$ cat config.mk
export PLATFORM = sky130hd
export DESIGN_NAME = el2_lsu_stbuf_q
export DESIGN_NICKNAME = d
export VERILOG_FILES = /design/src/rtl/el2_pkg.sv /design/src/rtl/el2_lsu_stbuf_fwd.sv /design/src/rtl/el2_lsu_stbuf_q.sv
export SDC_FILE = /design/constraint.sdc
export NUM_CORES = 1
export LEC_CHECK = 0
export CELL_PAD_IN_SITES_DETAIL_PLACEMENT = 1
export CELL_PAD_IN_SITES_GLOBAL_PLACEMENT = 1
export CORE_ASPECT_RATIO = 0.75
export CORE_UTILIZATION = 23
export DETAILED_ROUTE_END_ITERATION = 10
export PLACE_DENSITY_LB_ADDON = 0.1
export SLEW_MARGIN = 20
export SYNTH_ARGS = -nofsm -noshare
export SYNTH_HDL_FRONTEND = slang
export SYNTH_SLANG_ARGS = --single-unit
$ cat constraint.sdc
create_clock -name clk -period 11 [get_ports clk]
set_clock_uncertainty 0.05 [all_clocks]
set_input_delay 2.2 -clock clk [delete_from_list [all_inputs] [get_ports clk]]
set_output_delay 2.2 -clock clk [all_outputs]
set_load 0.1 [all_outputs]
$ cat src/rtl/el2_pkg.sv
`default_nettype none
// ============================================================================
//  Module   : el2_pkg
//  Brief    : Shared types and constants for the EL2 LSU store buffer.
//  Revision : 1.0 - initial release
// ============================================================================
package el2_pkg;

    // Entry address is kept at full width so the struct is independent of the
    // top-level ADDR_W; only the low ADDR_W bits are ever non-zero.
    localparam int C_STBUF_ADDR_MAX_W = 32;

    typedef struct packed {
        logic                          valid;
        logic [C_STBUF_ADDR_MAX_W-1:0] addr;
        logic [31:0]                   data;
        logic [3:0]                    byteen;
    } el2_stbuf_entry_t;

endpackage
`default_nettype wire

$ cat src/rtl/el2_lsu_stbuf_fwd.sv
`default_nettype none
// ============================================================================
//  Module   : el2_lsu_stbuf_fwd
//  Brief    : Combinational store-to-load forwarding merge. For every byte
//             lane the youngest valid entry matching the load word address
//             and enabling that lane supplies the byte.
//  Revision : 1.0 - initial release
// ============================================================================
module el2_lsu_stbuf_fwd
    import el2_pkg::*;
#(
    parameter int DEPTH = 4,
    parameter int IDX_W = 2
) (
    input  el2_stbuf_entry_t  entries [DEPTH],
    input  logic [IDX_W-1:0]  rd_idx,
    input  logic [31:0]       ld_addr,
    output logic [3:0]        fwd_byteen,
    output logic [31:0]       fwd_data
);

    logic [IDX_W-1:0] w_idx;

    // Walk entries oldest to youngest from the read pointer so later hits overwrite earlier ones.
    always_comb begin
        fwd_byteen = 4'h0;
        fwd_data   = 32'h0;
        w_idx      = '0;
        for (int k = 0; k < DEPTH; k++) begin
            w_idx = rd_idx + IDX_W'(k);
            if (entries[w_idx].valid &&
                ((entries[w_idx].addr & ~32'h3) == (ld_addr & ~32'h3))) begin
                for (int b = 0; b < 4; b++) begin
                    if (entries[w_idx].byteen[b]) begin
                        fwd_byteen[b]      = 1'b1;
                        fwd_data[8*b +: 8] = entries[w_idx].data[8*b +: 8];
                    end
                end
            end
        end
    end

endmodule
`default_nettype wire

$ cat src/rtl/el2_lsu_stbuf_q.sv
`default_nettype none
// ============================================================================
//  Module   : el2_lsu_stbuf_q
//  Brief    : In-order store-buffer queue. Accepts committed stores from R,
//             presents the oldest to the DCCM write port, and forwards
//             pending store bytes to loads in M.
//  Revision : 1.0 - initial release
// ============================================================================
module el2_lsu_stbuf_q
    import el2_pkg::*;
#(
    parameter int DEPTH  = 4,
    parameter int ADDR_W = 16
) (
    input  logic                      clk,
    input  logic                      rst,
    input  logic                      ldst_stbuf_reqvld_r,
    input  logic                      lsu_flush_r,
    input  logic [ADDR_W-1:0]         store_addr_r,
    input  logic [31:0]               store_data_r,
    input  logic [3:0]                store_byteen_r,
    output logic                      stbuf_reqvld_any,
    output logic [ADDR_W-1:0]         stbuf_addr_any,
    output logic [31:0]               stbuf_data_any,
    output logic [3:0]                stbuf_byteen_any,
    input  logic                      stbuf_ack_any,
    output logic                      stbuf_reqvld_flushed_any,
    output logic                      lsu_stbuf_empty_any,
    output logic                      lsu_stbuf_full_any,
    output logic [$clog2(DEPTH):0]    stbuf_count,
    output logic                      stbuf_overflow_err,
    input  logic [ADDR_W-1:0]         ld_addr_m,
    output logic [3:0]                ld_fwd_byteen_m,
    output logic [31:0]               ld_fwd_data_m
);

    localparam int C_IDX_W = $clog2(DEPTH);
    localparam int C_PTR_W = C_IDX_W + 1;

    el2_stbuf_entry_t   r_entries [DEPTH];
    logic [C_PTR_W-1:0] r_wr_ptr;
    logic [C_PTR_W-1:0] r_rd_ptr;
    logic               r_overflow;

    logic [C_IDX_W-1:0] w_wr_idx;
    logic [C_IDX_W-1:0] w_rd_idx;
    logic               w_empty;
    logic               w_full;
    logic               w_alloc;
    logic               w_pop;
    el2_stbuf_entry_t   w_head;

    assign w_wr_idx = r_wr_ptr[C_IDX_W-1:0];
    assign w_rd_idx = r_rd_ptr[C_IDX_W-1:0];

    // Full is taken from registered pointers only: an ack this cycle does not free a slot until next cycle.
    assign w_empty = (r_wr_ptr == r_rd_ptr);
    assign w_full  = (w_wr_idx == w_rd_idx) && (r_wr_ptr[C_PTR_W-1] != r_rd_ptr[C_PTR_W-1]);
    assign w_alloc = ldst_stbuf_reqvld_r & ~lsu_flush_r & ~w_full;
    assign w_pop   = stbuf_ack_any & ~w_empty;
    assign w_head  = r_entries[w_rd_idx];

    assign stbuf_reqvld_any         = ~w_empty;
    assign stbuf_addr_any           = w_head.addr[ADDR_W-1:0];
    assign stbuf_data_any           = w_head.data;
    assign stbuf_byteen_any         = w_head.byteen;
    assign stbuf_reqvld_flushed_any = ldst_stbuf_reqvld_r & lsu_flush_r;
    assign lsu_stbuf_empty_any      = w_empty;
    assign lsu_stbuf_full_any       = w_full;
    assign stbuf_count              = r_wr_ptr - r_rd_ptr;
    assign stbuf_overflow_err       = r_overflow;

    // Entry storage, pointers and the sticky overflow flag; reset discards pending stores.
    always_ff @(posedge clk) begin
        if (rst) begin
            r_wr_ptr   <= '0;
            r_rd_ptr   <= '0;
            r_overflow <= 1'b0;
            for (int i = 0; i < DEPTH; i++) begin
                r_entries[i] <= '0;
            end
        end else begin
            if (w_alloc) begin
                r_entries[w_wr_idx].valid  <= 1'b1;
                r_entries[w_wr_idx].addr   <= C_STBUF_ADDR_MAX_W'(store_addr_r);
                r_entries[w_wr_idx].data   <= store_data_r;
                r_entries[w_wr_idx].byteen <= store_byteen_r;
                r_wr_ptr                   <= r_wr_ptr + C_PTR_W'(1);
            end
            if (w_pop) begin
                r_entries[w_rd_idx].valid <= 1'b0;
                r_rd_ptr                  <= r_rd_ptr + C_PTR_W'(1);
            end
            if (ldst_stbuf_reqvld_r & ~lsu_flush_r & w_full) begin
                r_overflow <= 1'b1;
            end
        end
    end

    el2_lsu_stbuf_fwd #(
        .DEPTH (DEPTH),
        .IDX_W (C_IDX_W)
    ) u_fwd (
        .entries    (r_entries),
        .rd_idx     (w_rd_idx),
        .ld_addr    (32'(ld_addr_m)),
        .fwd_byteen (ld_fwd_byteen_m),
        .fwd_data   (ld_fwd_data_m)
    );

endmodule
`default_nettype wire

* Word level (Yosys, flattened, before mapping) *
Cells that the tools add are included.

storage, ports and cells
  flip-flop bits (word level) = 283
  output and inout port bits = 96
  bits of input ports = 73

operators by class
  add/sub/neg operators = 6
  order comparisons = 7
  eq/ne operators = 7
  bitwise operators = 13
  muxes and demuxes = 70
  reductions and logical operators = 7

operators with widths
  operator                                                              count
  276-bit bitwise mux                                                   5
  276-bit two-way mux                                                   3
  69-bit demux with 2-bit select                                        5
  69-bit two-way mux                                                    10
  69-bit binary-select mux with 2-bit select                            4
  32-bit two-way mux                                                    4
  8-bit two-way mux                                                     16
  30-bit by 14-bit == test with 1-bit output                            4
  68-bit two-way mux                                                    1
  36-bit two-way mux                                                    1
  4-bit two-way mux                                                     5
  1-bit two-way mux                                                     16
  3-bit >= comparator, second input constant                            5
  2-bit inverter with 3-bit output                                      5
  1-bit logical AND                                                     7
  3-bit by 1-bit adder with 3-bit output, second input constant         2
  3-bit by 1-bit < comparator with 1-bit output, second input constant  2
  1-bit bitwise AND                                                     5
  2-bit adder, second input constant                                    2
  3-bit == test                                                         1
  1-bit inverter                                                        3
  3-bit subtractor                                                      1
  2-bit by 1-bit adder with 2-bit output, second input constant         1
  2-bit == test                                                         1
  1-bit inequality test                                                 1

* Longest topological paths before layout *
  depth in word-level cells = 13
  mapped depth = 16
  mapped depth without buffers = 9

* Cells and area by module *
Synthesis repeated with hierarchy kept, for this count alone.

second synthesis, totals
  cells, all modules = 2309
  area total of the unflattened synthesis = 21431.8 um2

modules (own cells, without submodules)
  module             cells each  area each (um2)  times used
  el2_lsu_stbuf_q    1012        11219.5          1
  el2_lsu_stbuf_fwd  1297        10212.3          1

* Least setup slack after synthesis *
No wires, ideal clock.

  kind = input -> output
  from = in ld_addr_m[12]
  to = out ld_fwd_data_m[1]
  arrival time = 5.671 ns
  required time = 8.750 ns
  path slack = 3.079 ns
  stages on the path = 9
  buffers on the path = 3
  path through = buf_1 > xnor2_1 > nand4_1 > or4_1 > buf_2 > or4_1 > buf_2 > mux2i_1 > a22oi_1

between the ends
  word-level cells in the longest chain between the ends = 9
  elaborated cells between the ends (all ways) = 15

ends and longest elaborated chain
  what                                        line                     source
  start, declared                             el2_lsu_stbuf_q.sv:32    input logic [ADDR_W-1:0] ld_addr_m,
  30-bit by 14-bit == test with 1-bit output  el2_lsu_stbuf_fwd.sv:32  ((entries[w_idx].addr & ~32'h3) == (ld_addr & ~32'h3))) begin
  1-bit logical AND                           el2_lsu_stbuf_fwd.sv:31  if (entries[w_idx].valid &&
  32-bit two-way mux                          el2_lsu_stbuf_fwd.sv:31
  8-bit two-way mux                           el2_lsu_stbuf_fwd.sv:34  if (entries[w_idx].byteen[b]) begin
  32-bit two-way mux                          el2_lsu_stbuf_fwd.sv:31
  8-bit two-way mux                           el2_lsu_stbuf_fwd.sv:34
  32-bit two-way mux                          el2_lsu_stbuf_fwd.sv:31
  8-bit two-way mux                           el2_lsu_stbuf_fwd.sv:34
  32-bit two-way mux (*)                      el2_lsu_stbuf_fwd.sv:31
  end, declared                               el2_lsu_stbuf_q.sv:34    output logic [31:0] ld_fwd_data_m

Mark *: on every way between the ends. The rest lies on a longest branch, timed or not.

* Worst setup path in the final report *
  from = reg r_rd_ptr[1]
  to = out ld_fwd_data_m[30]

between the ends
  word-level cells in the longest chain between the ends = 13
  elaborated cells between the ends (all ways) = 35

ends and longest elaborated chain
  what                                                                                             line                     source
  start, declared                                                                                  el2_lsu_stbuf_q.sv:42    logic [C_PTR_W-1:0] r_rd_ptr;
  start signal, assigned                                                                           el2_lsu_stbuf_q.sv:92    r_rd_ptr <= r_rd_ptr + C_PTR_W'(1);
  parallel branches: the longest is 12 deep, another holds 2-bit by 1-bit adder with 2-bit output  -
  32-bit two-way mux (*)                                                                           el2_lsu_stbuf_fwd.sv:31

Mark *: on every way between the ends. The select of a mux whose other input is x is not followed.

==> results.ini <==
[outcome]
status = finished, final reports clean

[sta]
maxSlewViolCount = 0
tns_ps = 0
fmax_ghz = 0.110
slew_headroom_pct = 20.1
setup_viol = 0
hold_viol_final = 0
post-route-period-util_pct = 82.4
tightest_slew_ps = 1200
rsz0062_at_grt = no
finalWorstSetupSlack_ps = 1940
period_minus_slack_ps = 9060

[setup_path]
cp-end-kind = primary output
startpoint_type = flip-flop
worstPathArrival_ps = 6810
required_ps = 8750
r2r_start = r_rd_ptr[0]
rrSetupSlack_ps = 6340
crit_type = flip-flop to primary output
critPathMaxFanout = 38
r2r_cells = 10

[layout]
area_delta_synth_final_pct = 21.0
fillers = 8296
fin_cells = 2901
layout.nets = 1987
postLayoutCellArea_um2 = 20800
drive_above_1_share_pct = 16.9

[logic_synthesis]
synthFlopType = dfxtp_1
synth_cell_types = 54
synth_fp_nets = 1909
synth-edff-count = 0
netlist_area_um2 = 17200
syn_avg_cell_area_um2 = 9.42
yosys.area.top_type = dfxtp_1
synthTopCellsByArea = dfxtp_1 (33%), mux4_2 (25%), nand2_1 (10%)
synth.top_cell.area_share_pct = 33.0
ys_seq_elements = 283
yosys_warnings = 0
synth-seq-area-share_pct = 33.0
postSynthCellCount = 1825
synth-async-reset-ratio_pct = 0

[drt]
drtIter0Drc = 916
drc = 0
viasPerCell = 5.11
dr.pass1.iters = 5
vias = 14813
wl_per_cell_um = 23.6
drtAntennaViolNets = 0
wl_mm = 68.5

[place]
finalWeightedCongestion = 0.762
place_area_um2 = 19600
dp_cells = 2832
portBuffers = 166
dp_hpwl_mm = 43.5
place_ws_ps = 2080

[clock_tree]
holdBufCountCts = 0
clkTransAtPathRegs_ps = 60
clock_path_buffers = 3
cts_buffers = 37
htreeDepth = 2
cts_tree = yes
cts_resized = 0
root_buffer = clkbuf_16
post-cts-setup-buffer-count = 0
clk-insertion-delay-late_ps = 540
clock-sinks = 283

[min_path]
hold_class = flip-flop to flip-flop
hold_path_depth = 1

[grt]
grt_pass1_wl_mm = 103
grt_max_degree = 83
track_usage_pct = 17.9
grt_pass1_vias = 15157
antenna_found_initial = 3
overflow = 0

[power_and_ir_drop]
power_mw = 3.07
power_density_nw_per_um2 = 147
p_sw_share_pct = 33.3
power_frac_seq_pct = 35.1
power_leakage_nw = 6.68
p_switching_mw = 1.02
irDropWorstVdd_mv = 0.0850
p_comb_share_pct = 23.6
p_clk_share_pct = 41.2
intPower_mw = 2.05

[floorplanning]
rows = 86
start_util_pct = 23.3
dieArea_um2 = 75800
io_pins = 169
coreArea_um2 = 73700
die_h_um = 239
dieWidth_um = 318

[job]
max_cap_violations = 0

-- cells in the mapped netlist, types with 13 or more instances --
cell type  count
nand4_1       16
and2_1        77
o21ai_0       31
and3_1        13
mux4_2       189
nand2b_1      30
inv_1         23
nor4_1        37
nand2_1      470
buf_2         33
clkbuf_1      97
nor2_1        30
nand3_1       21
a22oi_1       21
mux2i_1       42
xnor2_1       53
a21oi_1      214
dfxtp_1      283
nor3_1        13
-- critical path, cell delays in order, from the launching register on --
cell and delay, ps:
dfxtp_4 790, inv_1 430, ha_4 750, mux4_2 400
xnor2_1 350, nand4_1 130, or4_1 740, or4_1 860
a221oi_1 500, o21ai_1 230, clkdlybuf4s50_1 1030
-- power by group through the flow --
stage | Combinational, mW | Sequential (mW) | Clock, mW
floorplan | 0.545 | 1.08 | 0
detailed placement | 0.731 | 1.10 | 0
finish | 0.725 | 1.08 | 1.26
CTS | 0.733 | 1.08 | 1.31
global route | 0.768 | 1.08 | 1.35
global placement | 0.724 | 1.10 | 0
-- worst max path at each step --
stage / cells past startpoint / end / slack, ps / startpoint
6_report: 10 / ld_fwd_data_m[30] / 1940 / r_rd_ptr[1]
3_5_place_dp: 8 / ld_fwd_data_m[30] / 2080 / ld_addr_m[6]
2_1_floorplan: 9 / ld_fwd_data_m[1] / 3080 / ld_addr_m[12]
5_1_grt: 10 / ld_fwd_data_m[30] / 1660 / r_rd_ptr[1]
4_1_cts: 10 / ld_fwd_data_m[30] / 1850 / r_rd_ptr[1]
3_3_place_gp: 9 / ld_fwd_data_m[30] / 2100 / ld_addr_m[8]
-- metal layers --
layer / GRT usage [%] / vias to the layer above / routed length, um
met2: 28.8 / 303 / 31400
li1: - / 6755 / -
met3: 2.41 / 59 / 2630
met4: 3.94 / 0 / 1080
met1: 25.5 / 7696 / 33400
met5: 0 / - / 0
-- placed cells by master, fill, tap and decap left out, types with 11 or more instances in the layout --
cell | synthesis | final
xnor2_1 | 53 | 53
a22oi_1 | 21 | 21
nand2_1 | 470 | 466
clkbuf_1 | 97 | 11
nand4_1 | 16 | 16
clkbuf_16 | 0 | 40
a21oi_1 | 214 | 213
nor2_1 | 30 | 30
buf_4 | 9 | 60
mux4_2 | 189 | 189
nor3_1 | 13 | 13
nand2b_1 | 30 | 30
o21ai_0 | 31 | 31
clkdlybuf4s50_1 | 0 | 135
nand3_1 | 21 | 21
and3_1 | 13 | 13
dfxtp_1 | 283 | 281
mux2i_1 | 42 | 42
and2_1 | 77 | 73
xor2_1 | 12 | 12
inv_1 | 23 | 23
nor4_1 | 37 | 37
-- stage by stage --
stage	utilization [%]	hold WS (ps)
6_report	28.2	409
5_1_grt	28.2	423
4_1_cts	28.2	406
3_5_place_dp	26.5	394
3_3_place_gp	26.5	391
2_1_floorplan	-	380
-- logic make-up (layout without fill, tap and decap cells) --
family / after synthesis / in the layout / synth area share [%]
compound gates: 318 / 318 / 10.6
xor+xnor: 65 / 65 / 3.31
fa+ha+maj: 11 / 11 / 0.844
buf+inv: 180 / 286 / 4.63
flops: 283 / 283 / 33.0
mux: 241 / 241 / 28.4
other cells: 0 / 2 / 0
simple gates: 727 / 727 / 19.3
-- cell type report --
| type | instances | area (um2) | area share [%] |
|---|---|---|---|
| Multi-Input combinational cell | 1362 | 10800 | 51.8 |
| Sequential cell | 283 | 5670 | 27.3 |
| Timing Repair Buffer | 196 | 1810 | 8.72 |
| Tap cell | 968 | 1210 | 5.82 |
| Clock buffer | 58 | 1140 | 5.47 |
| Clock inverter | 9 | 105 | 0.505 |
| Inverter | 23 | 86.3 | 0.415 |
| Antenna cell | 2 | 5.00 | 0.0241 |
(Power assumes the default switching activity.)
